<file path="src/rtl/uart_tx.sv">
// UART transmitter: 8 data bits LSB first, optional parity, one stop bit.
// Outputs are registered; a frame is accepted only from IDLE.
module uart_tx #(
    parameter int CLKS_PER_BIT = 434,
    parameter bit PARITY_EN    = 1'b0,
    parameter bit PARITY_ODD   = 1'b0
) (
    input  logic       clk,
    input  logic       rst,
    input  logic       tx_start,
    input  logic [7:0] tx_data,
    output logic       tx,
    output logic       tx_busy,
    output logic       tx_done
);

    localparam int CW = (CLKS_PER_BIT > 2) ? $clog2(CLKS_PER_BIT) : 1;
    localparam logic [CW-1:0] CNT_MAX = CW'(CLKS_PER_BIT - 1);

    typedef enum logic [2:0] {
        IDLE   = 3'd0,
        START  = 3'd1,
        DATA   = 3'd2,
        PARITY = 3'd3,
        STOP   = 3'd4
    } state_t;

    state_t        state, state_n;
    logic [CW-1:0] cnt, cnt_n;
    logic [2:0]    idx, idx_n;
    logic [7:0]    shreg, shreg_n;
    logic          par, par_n;
    logic          tx_n, busy_n, done_n;
    logic          bit_end;

    assign bit_end = (cnt == CNT_MAX);

    // State, datapath and output registers
    always_ff @(posedge clk or posedge rst) begin
        if (rst) begin
            state   <= IDLE;
            cnt     <= '0;
            idx     <= 3'd0;
            shreg   <= 8'd0;
            par     <= 1'b0;
            tx      <= 1'b1;
            tx_busy <= 1'b0;
            tx_done <= 1'b0;
        end else begin
            state   <= state_n;
            cnt     <= cnt_n;
            idx     <= idx_n;
            shreg   <= shreg_n;
            par     <= par_n;
            tx      <= tx_n;
            tx_busy <= busy_n;
            tx_done <= done_n;
        end
    end

    // Next-state and next-output logic
    always_comb begin
        state_n = state;
        cnt_n   = cnt;
        idx_n   = idx;
        shreg_n = shreg;
        par_n   = par;
        tx_n    = tx;
        busy_n  = tx_busy;
        done_n  = 1'b0;

        case (state)
            IDLE: begin
                tx_n   = 1'b1;
                busy_n = 1'b0;
                idx_n  = 3'd0;
                if (tx_start) begin
                    state_n = START;
                    shreg_n = tx_data;
                    // Parity is fixed at acceptance so later tx_data changes cannot leak in
                    par_n   = (^tx_data) ^ PARITY_ODD;
                    tx_n    = 1'b0;
                    busy_n  = 1'b1;
                end else begin
                    state_n = IDLE;
                end
            end
            START: begin
                if (bit_end) begin
                    state_n = DATA;
                    tx_n    = shreg[0];
                    shreg_n = {1'b0, shreg[7:1]};
                end else begin
                    state_n = START;
                end
            end
            DATA: begin
                if (bit_end) begin
                    if (idx == 3'd7) begin
                        idx_n = 3'd0;
                        if (PARITY_EN) begin
                            state_n = PARITY;
                            tx_n    = par;
                        end else begin
                            state_n = STOP;
                            tx_n    = 1'b1;
                        end
                    end else begin
                        idx_n   = idx + 3'd1;
                        tx_n    = shreg[0];
                        shreg_n = {1'b0, shreg[7:1]};
                    end
                end else begin
                    state_n = DATA;
                end
            end
            PARITY: begin
                if (bit_end) begin
                    state_n = STOP;
                    tx_n    = 1'b1;
                end else begin
                    state_n = PARITY;
                end
            end
            STOP: begin
                if (bit_end) begin
                    state_n = IDLE;
                    tx_n    = 1'b1;
                    busy_n  = 1'b0;
                    done_n  = 1'b1;
                end else begin
                    state_n = STOP;
                end
            end
            default: begin
                state_n = IDLE;
                tx_n    = 1'b1;
                busy_n  = 1'b0;
            end
        endcase

        // Bit timer restarts at every bit boundary and rests at zero in IDLE
        if (state == IDLE) begin
            cnt_n = '0;
        end else if (bit_end) begin
            cnt_n = '0;
        end else begin
            cnt_n = cnt + 1'b1;
        end
    end

endmodule

</file>
<file path="config.mk">
export PLATFORM = sky130hd
export DESIGN_NAME = uart_tx
export DESIGN_NICKNAME = d
export VERILOG_FILES = /design/src/rtl/uart_tx.sv
export SDC_FILE = /design/constraint.sdc
export NUM_CORES = 1
export LEC_CHECK = 0
export BUFFER_PORTS_ARGS = -buffer_cell sky130_fd_sc_hd__buf_2
export CAP_MARGIN = 20
export CORE_MARGIN = 2
export CORE_UTILIZATION = 40
export DETAILED_ROUTE_END_ITERATION = 6
export GPL_ROUTABILITY_DRIVEN = 0
export HOLD_SLACK_MARGIN = 0.05
export PLACE_DENSITY_LB_ADDON = 0.08
export SLEW_MARGIN = 10
export SYNTH_ARGS = -nofsm -noshare
export SYNTH_HDL_FRONTEND = slang
export SYNTH_SLANG_ARGS = --single-unit
</file>
<file path="constraint.sdc">
create_clock -name clk -period 2.7 [get_ports clk]
set_input_delay 0 -clock clk [delete_from_list [all_inputs] [get_ports clk]]
set_output_delay 0 -clock clk [all_outputs]
set_load 0.02 [all_outputs]
</file>
# Word level (Yosys, flattened, before mapping)

Cells that the tools add are included.

Equal/unequal tests: 13
Bitwise operators: 1
$add $sub $neg: 2
Muxes and demuxes: 28
Reduce and logical (&&, ||, !) cells: 9

Operator list:

| kind                                                                  | count |
|---|---|
| 8-bit two-way mux                                                     | 4 |
| 8-bit case mux with 3 select lines                                    | 1 |
| 3-bit two-way mux                                                     | 6 |
| 9-bit two-way mux                                                     | 2 |
| 3-bit case mux with 5 select lines                                    | 1 |
| 1-bit two-way mux                                                     | 10 |
| 2-bit != test, second input constant                                  | 5 |
| 9-bit by 1-bit adder with 9-bit output, second input constant         | 1 |
| 9-bit equality test, second input constant                            | 1 |
| 3-bit by 2-bit equality test with 1-bit output, second input constant | 2 |
| 3-bit equality test, second input constant                            | 2 |
| 3-bit case mux with 2 select lines                                    | 1 |
| 5-bit AND reduction                                                   | 1 |
| 1-bit case mux with 4 select lines                                    | 1 |
| 2-bit AND reduction                                                   | 2 |
| 3-bit by 1-bit adder with 3-bit output, second input constant         | 1 |
| 3-bit by 1-bit equality test with 1-bit output, second input constant | 1 |
| 3-bit zero test                                                       | 1 |
| 3-bit != test, second input constant                                  | 1 |
| 1-bit case mux with 3 select lines                                    | 1 |
| 3-bit AND reduction                                                   | 1 |
| 3-bit nonzero test                                                    | 1 |
| 3-bit OR reduction                                                    | 1 |
| 2-bit two-way mux                                                     | 1 |
| other kinds (4)                                                       | 4 |

Input port bits: 11
Bits in registers: 26

# Depth between registers and ports, before layout

Gate-level depths: netlist of run 1.

Depth after elaboration: 4
Mapped depth: 7

# Worst setup path after synthesis of run 1

Ideal clock, no wire load.

Kind: register to register
Start point: register idx[0]
End point: register shreg[0]
Arrival: 1,719 ps
Library setup time: 125 ps
Data required time: 2,575 ps
Path slack: 857 ps
Cell stages (with the launch flop): 7
Buffers on the path: 0
Cells stage by stage: dfrtp_1 -> ha_1 -> ha_1 -> o21ai_0 -> o311ai_0 -> a21oi_4 -> mux2_2

Longest elaborated chain between the ends: 3

RTL lines:

| element                              | RTL line | source |
|---|---|---|
| start, declared                      | 30       | `logic [2:0] idx, idx_n;` |
| start signal, assigned               | 52       | `idx <= idx_n;` |
| 3-bit equality test                  | 99       | `if (idx == 3'd7) begin` |
| 2-bit != test (no source line)       | -        |  |
| 5-bit AND reduction (no source line) | -        |  |
| end signal, assigned                 | 53       | `shreg <= shreg_n;` |
| end, declared                        | 31       | `logic [7:0] shreg, shreg_n;` |

No other way between the ends.
A chain may end at the register's enable or synchronous reset.

# Worst setup path after layout of run 1

Start point: register cnt[1]
End point: register shreg[4]

Longest elaborated chain between the ends: 3

RTL lines:

| element                                | RTL line | source |
|---|---|---|
| start, declared                        | 29       | `logic [CW-1:0] cnt, cnt_n;` |
| start signal, assigned                 | 51       | `cnt <= cnt_n;` |
| 9-bit equality test *                  | 36       | `assign bit_end = (cnt == CNT_MAX);` |
| 2-bit != test (no source line)         | -        |  |
| 5-bit AND reduction (no source line) * | -        |  |

Every way passes the cells marked *; elsewhere a longest branch is shown, timed or not.

==> results.txt, run 1 <==
The met1 wire length came out at 1220 um. The post-route minimum period came out at 2070 ps. The number of enable-type register cells in the synthesized netlist is 0. The floorplan die width is 62.2 um.

The slowest cell on the critical path is or2_0. Multiplexer cells account for 12.4% of the synthesized area. Setup repair after global routing left no endpoint under its margin.

The sum of net half-perimeters after detailed placement came out at between 1500 and 2000 um. The placeable core area is roughly 0.0033 sq mm. VDD sags by at most 0.250 mV. The post-layout net count is 164. The total negative slack for setup checks came out at 0 ps. The total count of max-transition violations in the final report came out at 0. The ratio of routed vias to standard cells is roughly 5.0.

Of the total synthesized cell area, the portion taken by XOR and XNOR cells is under 10%. The max-slew headroom at the worst pin came out at 58.7%. Data on the critical path arrives at its endpoint at between 2000 and 2500 ps. The run finished with clean final reports. The combinational family with the most area after synthesis is simple AND/OR/NAND/NOR gates.

The remaining routing DRC violations came out at 0. The routed layout has about 970 vias. The first global-routing pass estimated about 4500 um of wire. The post-CTS repair timing setup buffer count came out at 0.

Dividing the synthesized area by the synthesized cell count gives around 11 sq um. The register cell area after layout came out at between 600 and 700 sq um. The mapped cell area came out at 0.00135 sq mm. After synthesis, flip-flops and latches occupy about half of the total area. The number of antenna violations at the first check in global routing is 0. The yosys synthesis warning count came out at 0. The count of buffers inserted at the top-level ports is 13. TritonCTS built the clock tree.

The deepest level of the CTS H-tree came out at 1. The layout overhead on the synthesized area is 18.3%. The transition at the pin with the smallest max-transition slack came out at ~620 ps. Detailed routing placed a total of around 1100 um of wire on met2.

The clock slew seen by the registers of the worst setup and hold paths came out at about 150 ps. The top layer reached by signal wires is met4. Summed over all nets, wire length on met3 after detailed routing comes to around 64 um. Summing all placed instances gives a cell area of between 0.001 and 0.0015 sq mm. The total of max-cap violations is 0. Data on the critical path is required at its endpoint by 2920 ps.

After floorplanning, the core was divided into 21 placement rows. The later pin in the worst-skew pair is clocked with a latency of approximately 330 ps. The power density over the cells is 666 mW/mm^2.

The total number of clock tree sinks came out at 26. The highest attainable clock frequency came out at 0.482 GHz. The y dimension of the die came out at 62.2 um. The count of final hold-check violations is 0. The total of endpoints with negative setup slack in the final report is 0.

Leaving out fill and tap cells, the most frequent cell in the layout is dfrtp_1. The compound-cell area share of the yosys netlist came out at 11.9%. The portion of the clock cycle consumed by the worst path in the final layout came out at 76.8%. STA classifies the critical path startpoint as a flip-flop. The total die area is 0.00386 sq mm. The top-area cell type share of the netlist area is between 40 and 50%.

The number of global-route vias before repair came out at 1000. The adder and majority gate portion of the synthesized area is roughly 3.7%. In the layout the commonest cells are 25 x dfrtp_1, 14 x mux2_2, 13 x buf_2. The leftover overflow at the end of global routing is 0. For this run, the share of the core covered by cells in the final layout is approximately half. The number of diodes came out at 0. Counting flops and latches in the post-synthesis netlist gives 26.

The number of nets with antenna violations after detailed routing is 0. For this run, the detailed router's first-pass iteration total came to 4. The reported leakage power came out at roughly 0.00071 uW. The global-route usage over all layers came out at about 15%. The initial DRC count is 50. The longest individual stage delay on the worst path came out at between 400 and 500 ps. The simple logic cell fraction of the synthesized area came out at about 16%. The clock passes through at most 2 buffers. The area of combinational cells with multiple inputs is 633 sq um. The starting utilization of the core area is ~41%.

The maximum net fanout on the critical path is 10. The share of final-layout standard cells stronger than drive strength 1 came out at approximately 28%. Traced cell by cell, the critical path runs through inv_1 > ha_1 > nand4b_2 > or2_0 > a21oi_4 > mux2_2. The clock arrives with 10.5 ps of skew. During I/O placement, the number of pins put on the boundary was 14. The largest net degree at the start of global routing is 27. The unique cell type count in the Yosys netlist is 37.

The critical path is of the flip-flop to flip-flop type. The root cell of the clock tree is clkbuf_4. Hold timing on the final database bottoms out at a slack of approximately 230 ps. In the final routed layout, each cell accounts on average for between 10 and 15 um. After routing the design area is between 0.0015 and 0.002 sq mm.

The most instantiated flip-flop cell in the synthesis netlist is dfrtp_1. For this run, asynchronously set or reset flops after synthesis account for 100%. Synthesis produced a netlist with a net count of 140.

The worst setup path is captured at a flip-flop. Synthesis produced around 130 cells. The routed design has 2430 um of wire. The TritonCTS buffer count came out at 3. The path class of the lowest-slack min-delay path is input pin to async pin.

After filler insertion, the fill cell instance count of the layout stands at 310. The biggest area contributor in the post-synthesis netlist is dfrtp_1. By area the synthesized netlist is led by dfrtp_1 46%, mux2_2 12%, ha_1 3.7%, nor2_1 3.1%, inv_1 2.5%.
-- layer usage --
metal  global-route usage (%)  vias up
met2                     23.0       13
met4                     5.56        0
met5                        0        -
li1                         -      486
met3                     2.36        4
met1                     20.3      469
-- layout make-up --
cell class,count,share of cell area (%)
multi-input combinational,84,39.6
inverter,9,2.11
tap,46,3.60
timing repair buffer,25,11.7
sequential,26,40.7
clock buffer,4,2.27
-- worst paths after layout --
check                            from        to  slack (ps)  cells past startpoint
setup / recovery               cnt[1]  shreg[4]         630                      6
hold / removal                    rst    cnt[7]         230                      3
setup reg to reg               cnt[1]  shreg[4]         630                      6
hold reg to reg                cnt[0]    cnt[0]         500                      1
max in group asynchronous         rst  shreg[7]        1980                      4
min in group clk           tx_data[7]  shreg[7]         470                      4
-- where the power goes --
group          total, uW  internal [uW]  leakage (uW)  switching, uW
clock network        200           82.6     0.0000210            117
logic                298            174      0.000359            124
registers            568            494      0.000334           73.4
-- critical path, delay by kind of cell (launching register included) --
family | cells | cell delay, ps
and+or+nand+nor | 2 | 590
DFF | 1 | 420
muxes | 1 | 380
AOI/OAI and AO/OA | 1 | 370
adders and majority gates | 1 | 150
buffers and inverters | 1 | 60
-- Yosys cell counts, types with 2 or more instances --
| cell | n |
|---|---|
| nand2b_1 | 2 |
| buf_2 | 3 |
| nor3_1 | 3 |
| inv_1 | 9 |
| or3_1 | 2 |
| mux2_2 | 14 |
| nand2_1 | 4 |
| nand3_1 | 5 |
| clkbuf_1 | 2 |
| xor2_1 | 2 |
| o21ai_0 | 6 |
| a22oi_1 | 2 |
| nor2_1 | 11 |
| ha_1 | 4 |
| xnor2_1 | 3 |
| a21oi_1 | 5 |
| dfrtp_1 | 25 |
| o22ai_1 | 4 |
-- registers in the layout (all words and copies together) (netlist names) --
register / flops
shreg: 8
state: 3
tx_done: 1
tx: 1
tx_busy: 1
idx: 3
cnt: 9
-- cell families (layout without fill, tap and decap cells) --
kind of cell | Yosys count | in the layout
muxes | 15 | 15
buffers and inverters | 15 | 38
adders and majority gates | 4 | 4
xor gates and xnor gates | 5 | 5
and+or+nand+nor | 36 | 36
AOI/OAI and AO/OA | 24 | 24
DFF | 26 | 26
-- metrics by stage --
step / worst slack, ps / instances / power [uW]
after floorplan: 857 / 125 / 794
final: 626 / 194 / 1070
after global routing: 503 / 194 / 1160
after detailed placement: 666 / 179 / 865
after CTS: 622 / 193 / 1080
after global placement: 690 / 179 / 856
-- timing repair --
item | 4_1_cts | 5_1_grt
resized for setup | 0 | 0
hold buffers | 10 | 0
endpoints found under the hold margin | 35 | 0
Power figures use the tool's default switching activity.
==> run 2, diff against run 1 <==
--- a/config.mk
+++ b/config.mk
@@ -5,6 +5,7 @@
 export SDC_FILE = /design/constraint.sdc
 export NUM_CORES = 1
 export LEC_CHECK = 0
+export ABC_AREA = 1
 export BUFFER_PORTS_ARGS = -buffer_cell sky130_fd_sc_hd__buf_2
 export CAP_MARGIN = 20
 export CORE_MARGIN = 2
==> constraint.sdc (replaced) <==
create_clock -name clk -period 1.95 [get_ports clk]
set_input_delay 0 -clock clk [delete_from_list [all_inputs] [get_ports clk]]
set_output_delay 0 -clock clk [all_outputs]
set_load 0.02 [all_outputs]
==> results.txt, run 2 <==
The cell taking the most area after synthesis is dfrtp_1 (unchanged). The longest individual stage delay on the worst path came out at 430 ps (was 440 ps). The number of nets with antenna violations after detailed routing came out at 0 (unchanged).

Main area contributors after synthesis: dfrtp_1 44%, nand2_1 17%, nand3_1 5.9%, nand4_1 3.9%, nor2_1 3.9% (was dfrtp_1 46%, mux2_2 12%, ha_1 3.7%, nor2_1 3.1%, inv_1 2.5%). The maximum buffer depth of the clock tree is 2 (unchanged). The met1 wire length came out at 1450 um (was 1220 um). The number of enable-type register cells in the synthesized netlist came out at 0 (unchanged). The reported leakage power came out at 0.000904 uW (was 0.000714 uW). The total of max-cap violations is 0 (unchanged). The per-instance average area after synthesis is 7.98 sq um (was 10.8 sq um). The total count of max-transition violations in the final report came out at 0 (unchanged).

The initial DRC count came out at 42 (was 50). The yosys synthesis warning count is 0 (unchanged). The max-slew headroom at the worst pin is 60.8% (was 58.7%). The leftover overflow at the end of global routing is 0 (unchanged).

The most instantiated flip-flop cell in the synthesis netlist is dfrtp_1 (unchanged). The critical path data required time came to 2180 ps (was 2920 ps). The transition at the pin with the smallest max-transition slack is 588 ps (was 620 ps). The number of diodes is 0 (unchanged). The flip-flop and latch count after synthesis was 26 (unchanged). The final setup skew is 3.32 ps (was 10.5 ps).

The type of the worst setup path is flip-flop to flip-flop (unchanged). The most flop-heavy register is cnt (unchanged). The share of final-layout standard cells stronger than drive strength 1 came out at 16.5% (was 27.7%). The global-route wire length before repair is 4940 um (was 4530 um).

The root cell of the clock tree was clkbuf_4 (unchanged). The remaining routing DRC violations came to 0 (unchanged). The floorplan die width is 63.9 um (was 62.2 um). The most frequent standard cell in the layout excluding fill and tap cells was nand2_1 (was dfrtp_1). The count of cells resized by post-cts repair is 0 (unchanged). The portion of the clock cycle consumed by the worst path in the final layout is 80.7% (was 76.8%). The cell with the most instances after synthesis is nand2_1 (was dfrtp_1). Commonest cells after routing, fill and taps aside: 64 x nand2_1, 25 x dfrtp_1, 17 x nand3_1 (was 25 x dfrtp_1, 14 x mux2_2, 13 x buf_2). The highest attainable clock frequency came out at 0.635 GHz (was 0.482 GHz).

The endpoint of the worst-slack reg-to-reg timing path is shreg[2] (was shreg[4]). RSZ-0062 raised after global routing: false (unchanged). The launching element type of the critical path is a flip-flop (unchanged). The number of global-route vias before repair is 1101 (was 1000). In this design, the critical path's most frequently occurring cell is nand2_1. The top-area cell type share of the netlist area was 43.6% (was 46.3%). The top layer reached by signal wires was met4 (unchanged). The post-place setup slack is 388 ps (was 666 ps). The number of vias after detailed routing is 1235 (was 972). The global-route usage over all layers came to 15.3% (was 14.6%). The total nets after synthesis came out at 195 (was 140). The flip-flop count of the largest register, all copies and words added came out at 9 (unchanged). The setup slack of the critical path after layout came out at 376 ps (was 626 ps). The count of buffers inserted at the top-level ports came out at 13 (unchanged). The count of final hold-check violations is 0 (unchanged).

The sequential-to-total area share from yosys stat is 45.4% (was 48.2%). The unique cell type count in the Yosys netlist is 24 (was 37). The signal arrival time at the worst endpoint is 1800 ps (was 2290 ps).

The ratio of routed vias to standard cells came out at 4.90 (was 5.01). The starting utilization of the core area is 42.4% (was 41.2%). The path class of the lowest-slack min-delay path was input pin to async pin (unchanged). The number of antenna violations at the first check in global routing is 0 (unchanged). The wire length on met3 came out at 77 um (was 64 um).

The cell area after placement is 0.00154 sq mm (was 0.00145 sq mm). The TritonCTS clock tree is done (unchanged). The total of endpoints with negative setup slack in the final report is 0 (unchanged).

The number of detailed-routing iterations run before antenna repair came to 4 (unchanged). The post-CTS repair timing setup buffer count is 0 (unchanged). The post-detailed-routing wire length came out at 2870 um (was 2430 um).

The total die area is 0.00409 sq mm (was 0.00386 sq mm). The maximum VDD drop is 0.342 mV (was 0.250 mV). The post-route minimum period came out at 1570 ps (was 2070 ps). The placeable core area is 0.00339 sq mm (was 0.00328 sq mm). The largest net degree at the start of global routing was 27 (unchanged). The slowest cell on the critical path is dfrtp_1 (was or2_0). The average wire length per cell after detail routing came to 11.4 um (was 12.5 um). The launch point of the worst reg-to-reg path is idx[0] (was cnt[1]).

The post-route cell area was 0.00168 sq mm (was 0.00160 sq mm). The TritonCTS buffer count came out at 3 (unchanged). The sum of net half-perimeters after detailed placement is 2030 um (was 1710 um). The deepest level of the CTS H-tree is 1 (unchanged). The total length of routed met2 wires is 1320 um (was 1100 um). Sequence of cells on the critical path: ha_1 > ha_1 > nand3_1 > nand2_1 > inv_2 > nand3_4 > nand2_1 > nand2_1 (was inv_1 > ha_1 > nand4b_2 > or2_0 > a21oi_4 > mux2_2).

The capturing element type of the critical path is a flip-flop (unchanged). Largest registers in the final layout: cnt x9, shreg x8 (unchanged). The mapped cell area is 0.00144 sq mm (was 0.00135 sq mm). The layout overhead on the synthesized area came out at 17.0% (was 18.3%). The y dimension of the die was 63.9 um (was 62.2 um). Result of the run: completed (unchanged). The clock slew seen by the registers of the worst setup and hold paths came out at 150 ps (about the same).

The proportion of register bits with asynchronous set or reset after synthesis is 100% (unchanged). The number of rows in the core area was 21 (unchanged). The instance count of the mapped netlist came out at 180 (was 125). The maximum net fanout on the critical path is 9 (was 10).

The post-layout net count is 222 (was 164). The total negative slack for setup checks is 0 ps (unchanged). The register-to-register setup slack came out at 380 ps (was 630 ps). The power density over the cells came out at 510 mW/mm^2 (was 666 mW/mm^2). The insertion delay to the later sink of the worst-skew pair came out at 320 ps (was 330 ps). The number of ports placed on the die boundary was 14 (unchanged). Top post-synthesis cells by count: 64 x nand2_1, 25 x dfrtp_1, 17 x nand3_1 (was 25 x dfrtp_1, 14 x mux2_2, 11 x nor2_1). The length in cells of the worst reg-to-reg path is 8 (was 6). The total number of clock tree sinks came to 26 (unchanged).
==> run 2: how the worst max path moves through the flow <==
stage	startpoint	end	depth (start not counted)
after global placement	idx[0]	shreg[1]	8
after floorplan	idx[0]	shreg[0]	8
after detailed placement	idx[0]	shreg[2]	8
after CTS	idx[0]	shreg[2]	8
after global routing	cnt[1]	idx[0]	9
final	idx[0]	shreg[2]	8
==> run 2: layer usage <==
| layer | track usage [%] | vias up |
|---|---|---|
| met5 | 0 | - |
| met4 | 4.89 | 0 |
| met3 | 2.11 | 2 |
| met2 | 24.1 | 17 |
| met1 | 21.7 | 581 |
| li1 | - | 635 |
==> run 2: cells by family (layout without fill, tap and decap cells) <==
kind of cell / Yosys count / after routing / synth area share (%)
and+or+nand+nor: 121 / 121 / 40.7
DFF: 26 / 26 / 45.4
buffers and inverters: 19 / 45 / 6.01
AOI/OAI and AO/OA: 8 / 8 / 3.22
adders and majority gates: 4 / 4 / 3.48
xor gates and xnor gates: 2 / 2 / 1.22
==> run 2: worst max-delay path: cells and delay by family (launching register included) <==
family	cells	cell delay, ps
AND/OR/NAND/NOR	5	490
buffers and inverters	1	170
flip-flops	1	430
adder cells (fa/ha/maj)	2	400
==> run 2: metrics by stage <==
| stage | util [%] | total power [uW] | instances | hold WS (ps) |
|---|---|---|---|---|
| final | 49.6 | 857 | 252 | 255 |
| after global routing | 49.6 | 896 | 252 | 266 |
| after detailed placement | 45.6 | 574 | 238 | 79.9 |
| after floorplan | - | 558 | 180 | 39.3 |
| after CTS | 49.6 | 871 | 252 | 259 |
| after global placement | 45.6 | 573 | 238 | 72.1 |
==> run 2: area by class of cell <==
| type | instances | area, sq um |
|---|---|---|
| Tap cell | 46 | 57.6 |
| Sequential cell | 26 | 652 |
| Multi-Input combinational cell | 135 | 698 |
| Clock buffer | 4 | 36.3 |
| Timing Repair Buffer | 24 | 173 |
| Inverter | 17 | 63.8 |
| Fill cell | 358 | 1710 |
==> run 2: power by group <==
| part | switching [uW] | total [uW] | internal [uW] | leakage, uW |
|---|---|---|---|---|
| Clock | 166 | 280 | 114 | 0.0000210 |
| Combinational | 16.2 | 37.8 | 21.7 | 0.000548 |
| Sequential | 0 | 539 | 539 | 0.000335 |
| Total | 182 | 857 | 675 | 0.000904 |
==> run 2: timing repair <==
item,in CTS,in global routing
hold buffers,10,0
hold endpoints to repair,36,0
endpoints found under the setup margin,0,0
==> run 3, diff against run 2 <==
==> constraint.sdc (replaced) <==
create_clock -name clk -period 1.46 [get_ports clk]
set_input_delay 0 -clock clk [delete_from_list [all_inputs] [get_ports clk]]
set_output_delay 0 -clock clk [all_outputs]
set_load 0.02 [all_outputs]
==> results.txt, run 3 (synthesis gave the netlist of run 2 again) <==
Result of the run: completed (unchanged). The endpoint of the worst-slack reg-to-reg timing path is shreg[0] (was shreg[2]). The global-route wire length before repair came to 5530 um (was 4940 um).

The leftover overflow at the end of global routing is 0 (unchanged). The critical path startpoint is cnt[1] (was idx[0]). The maximum net fanout on the critical path came out at 8 (was 9). The final setup skew came out at 19.1 ps (was 3.32 ps).

The flip-flop count of the largest register, all copies and words added was 9 (unchanged). The most flop-heavy register is cnt (unchanged). The most frequent standard cell in the layout excluding fill and tap cells is nand2_1 (unchanged).

The share of final-layout standard cells stronger than drive strength 1 is 29.4% (was 16.5%). The layout overhead on the synthesized area is 34.3% (was 17.0%). The largest net degree at the start of global routing came to 16 (was 27). The sum of net half-perimeters after detailed placement is 2300 um (was 2030 um).

The number of detailed-routing iterations run before antenna repair is 4 (unchanged). The clock slew seen by the registers of the worst setup and hold paths is 170 ps (was 150 ps). The total number of clock tree sinks is 26 (unchanged). The remaining routing DRC violations came out at 0 (unchanged).

The deepest level of the CTS H-tree is 1 (unchanged). The number of antenna violations at the first check in global routing is 0 (unchanged). The number of nets with antenna violations after detailed routing is 0 (unchanged). The max-slew headroom at the worst pin came to 68.2% (was 60.8%).

The floorplan die width is 63.9 um (unchanged). The total die area is 0.00409 sq mm (unchanged). The ratio of routed vias to standard cells is 4.84 (was 4.90). The post-route cell area is 0.00193 sq mm (was 0.00168 sq mm). The total of endpoints with negative setup slack in the final report came to 0 (unchanged). The number of rows in the core area came out at 21 (unchanged). The count of buffers inserted at the top-level ports is 13 (unchanged). The y dimension of the die is 63.9 um (unchanged).

The highest attainable clock frequency came to 0.706 GHz (was 0.635 GHz). Commonest cells after routing, fill and taps aside: 62 x nand2_1, 25 x dfrtp_1, 21 x buf_4 (was 64 x nand2_1, 25 x dfrtp_1, 17 x nand3_1). The average wire length per cell after detail routing is 12.0 um (was 11.4 um). Largest registers in the final layout: cnt x9, shreg x8 (unchanged). The length in cells of the worst reg-to-reg path came out at 9 (was 8). The area of combinational cells with multiple inputs came out at 781 sq um (was 698 sq um).

The capturing element type of the critical path is a flip-flop (unchanged). The total count of max-transition violations in the final report was 0 (unchanged). The insertion delay to the later sink of the worst-skew pair came to 330 ps (was 320 ps). The number of cells in the design after placement is 253 (was 238).

The launching element type of the critical path is a flip-flop (unchanged). The path class of the lowest-slack min-delay path is input pin to async pin (unchanged). RSZ-0062 raised after global routing: true (was false). The cell area after placement came out at 0.00166 sq mm (was 0.00154 sq mm). The TritonCTS clock tree is done (unchanged). The maximum VDD drop is 0.372 mV (was 0.342 mV). The starting utilization of the core area is 42.4% (unchanged). The global-route usage over all layers is 17.1% (was 15.3%).

The count of final hold-check violations came out at 0 (unchanged). The signal arrival time at the worst endpoint is 1640 ps (was 1800 ps). The total of fill cells in the finished design is 315 (was 358). The maximum buffer depth of the clock tree is 2 (unchanged). The TritonCTS buffer count was 3 (unchanged). The launch point of the worst reg-to-reg path was cnt[1] (was idx[0]). The portion of the clock cycle consumed by the worst path in the final layout is 97.1% (was 80.7%).

The critical path data required time is 1690 ps (was 2180 ps). The transition at the pin with the smallest max-transition slack is 476 ps (was 588 ps). The initial DRC count came to 71 (was 42). The post-detailed-routing wire length came out at 3290 um (was 2870 um). The number of vias after detailed routing came out at 1325 (was 1235). The number of ports placed on the die boundary came to 14 (unchanged). The number of standard cells in the layout, taps in and fillers out is 274 (was 252). The placeable core area is 0.00339 sq mm (unchanged). The total of max-cap violations is 0 (unchanged). The register cell area after layout came out at 652 sq um (unchanged). The post-layout net count is 244 (was 222). The number of global-route vias before repair came out at 1282 (was 1101). The register-to-register setup slack is 40 ps (was 380 ps). The root cell of the clock tree is clkbuf_4 (unchanged).

The number of diodes came out at 0 (unchanged). The type of the worst setup path was flip-flop to flip-flop (unchanged). The power density over the cells is 666 mW/mm^2 (was 510 mW/mm^2). The reported leakage power is 0.00103 uW (was 0.000904 uW). The post-route minimum period came to 1420 ps (was 1570 ps).
==> run 3: timing repair <==
action | CTS | global route
setup buffers | 1 | 4
hold buffers | 10 | 0
setup endpoints to repair | 11 | 16
gates resized for setup | 3 | 14
cloned | 0 | 2
pin swaps | 0 | 8
endpoints found under the hold margin | 21 | 0
==> run 3: layout make-up <==
class / count / area share [%]
multi-input combinational: 137 / 40.5
timing repair buffer: 44 / 16.7
sequential: 26 / 33.8
clock buffer: 3 / 1.17
inverter: 17 / 3.31
tap: 46 / 2.98
clock inverter: 1 / 1.56
==> run 3: per-layer routing <==
| metal | part of all wire, % | wire [um] | vias to the layer above | GRT usage [%] |
|---|---|---|---|---|
| li1 | - | - | 681 | - |
| met1 | 46 | 1530 | 617 | 22.3 |
| met2 | 50 | 1640 | 23 | 29.6 |
| met3 | 3.0 | 99 | 4 | 2.29 |
| met4 | 0.88 | 29 | 0 | 4.62 |
| met5 | 0 | 0 | - | 0 |
==> run 3: power by group <==
| group | internal, uW | total, uW | switching [uW] |
|---|---|---|---|
| Sequential | 721 | 721 | 0 |
| Combinational | 28.9 | 51.2 | 22.3 |
| Clock | 277 | 512 | 235 |
==> run 3: how the worst max path moves through the flow <==
stage | to | slack, ps | cells after the start
global placement | shreg[5] | 40 | 8
finish | shreg[0] | 40 | 9
global route | shreg[0] | -20 | 9
CTS | shreg[2] | 20 | 8
floorplan | shreg[0] | 80 | 8
detailed placement | idx[2] | 2 | 9
==> run 3: through the flow <==
| stage | hold WS, ps | TNS, ps | util, % | setup slack, ps | total power, uW |
|---|---|---|---|---|---|
| floorplan | 39.3 | 0 | - | 76.4 | 745 |
| global placement | 34.3 | 0 | 48.9 | 37.8 | 765 |
| detailed placement | 39.9 | 0 | 48.9 | 1.62 | 766 |
| CTS | 209 | 0 | 53.9 | 24.2 | 1290 |
| global route | 219 | -78.5 | 56.9 | -24.3 | 1340 |
| finish | 192 | 0 | 56.9 | 42.8 | 1280 |
==> run 3: critical path, cell delays in order, from the launching register on <==
cell	delay, ps
dfrtp_1	410
inv_1	60
ha_2	160
nand2_2	70
nor2_4	110
nand2_4	110
nand2_8	110
nand3_4	120
nand2_1	100
nand2_1	50
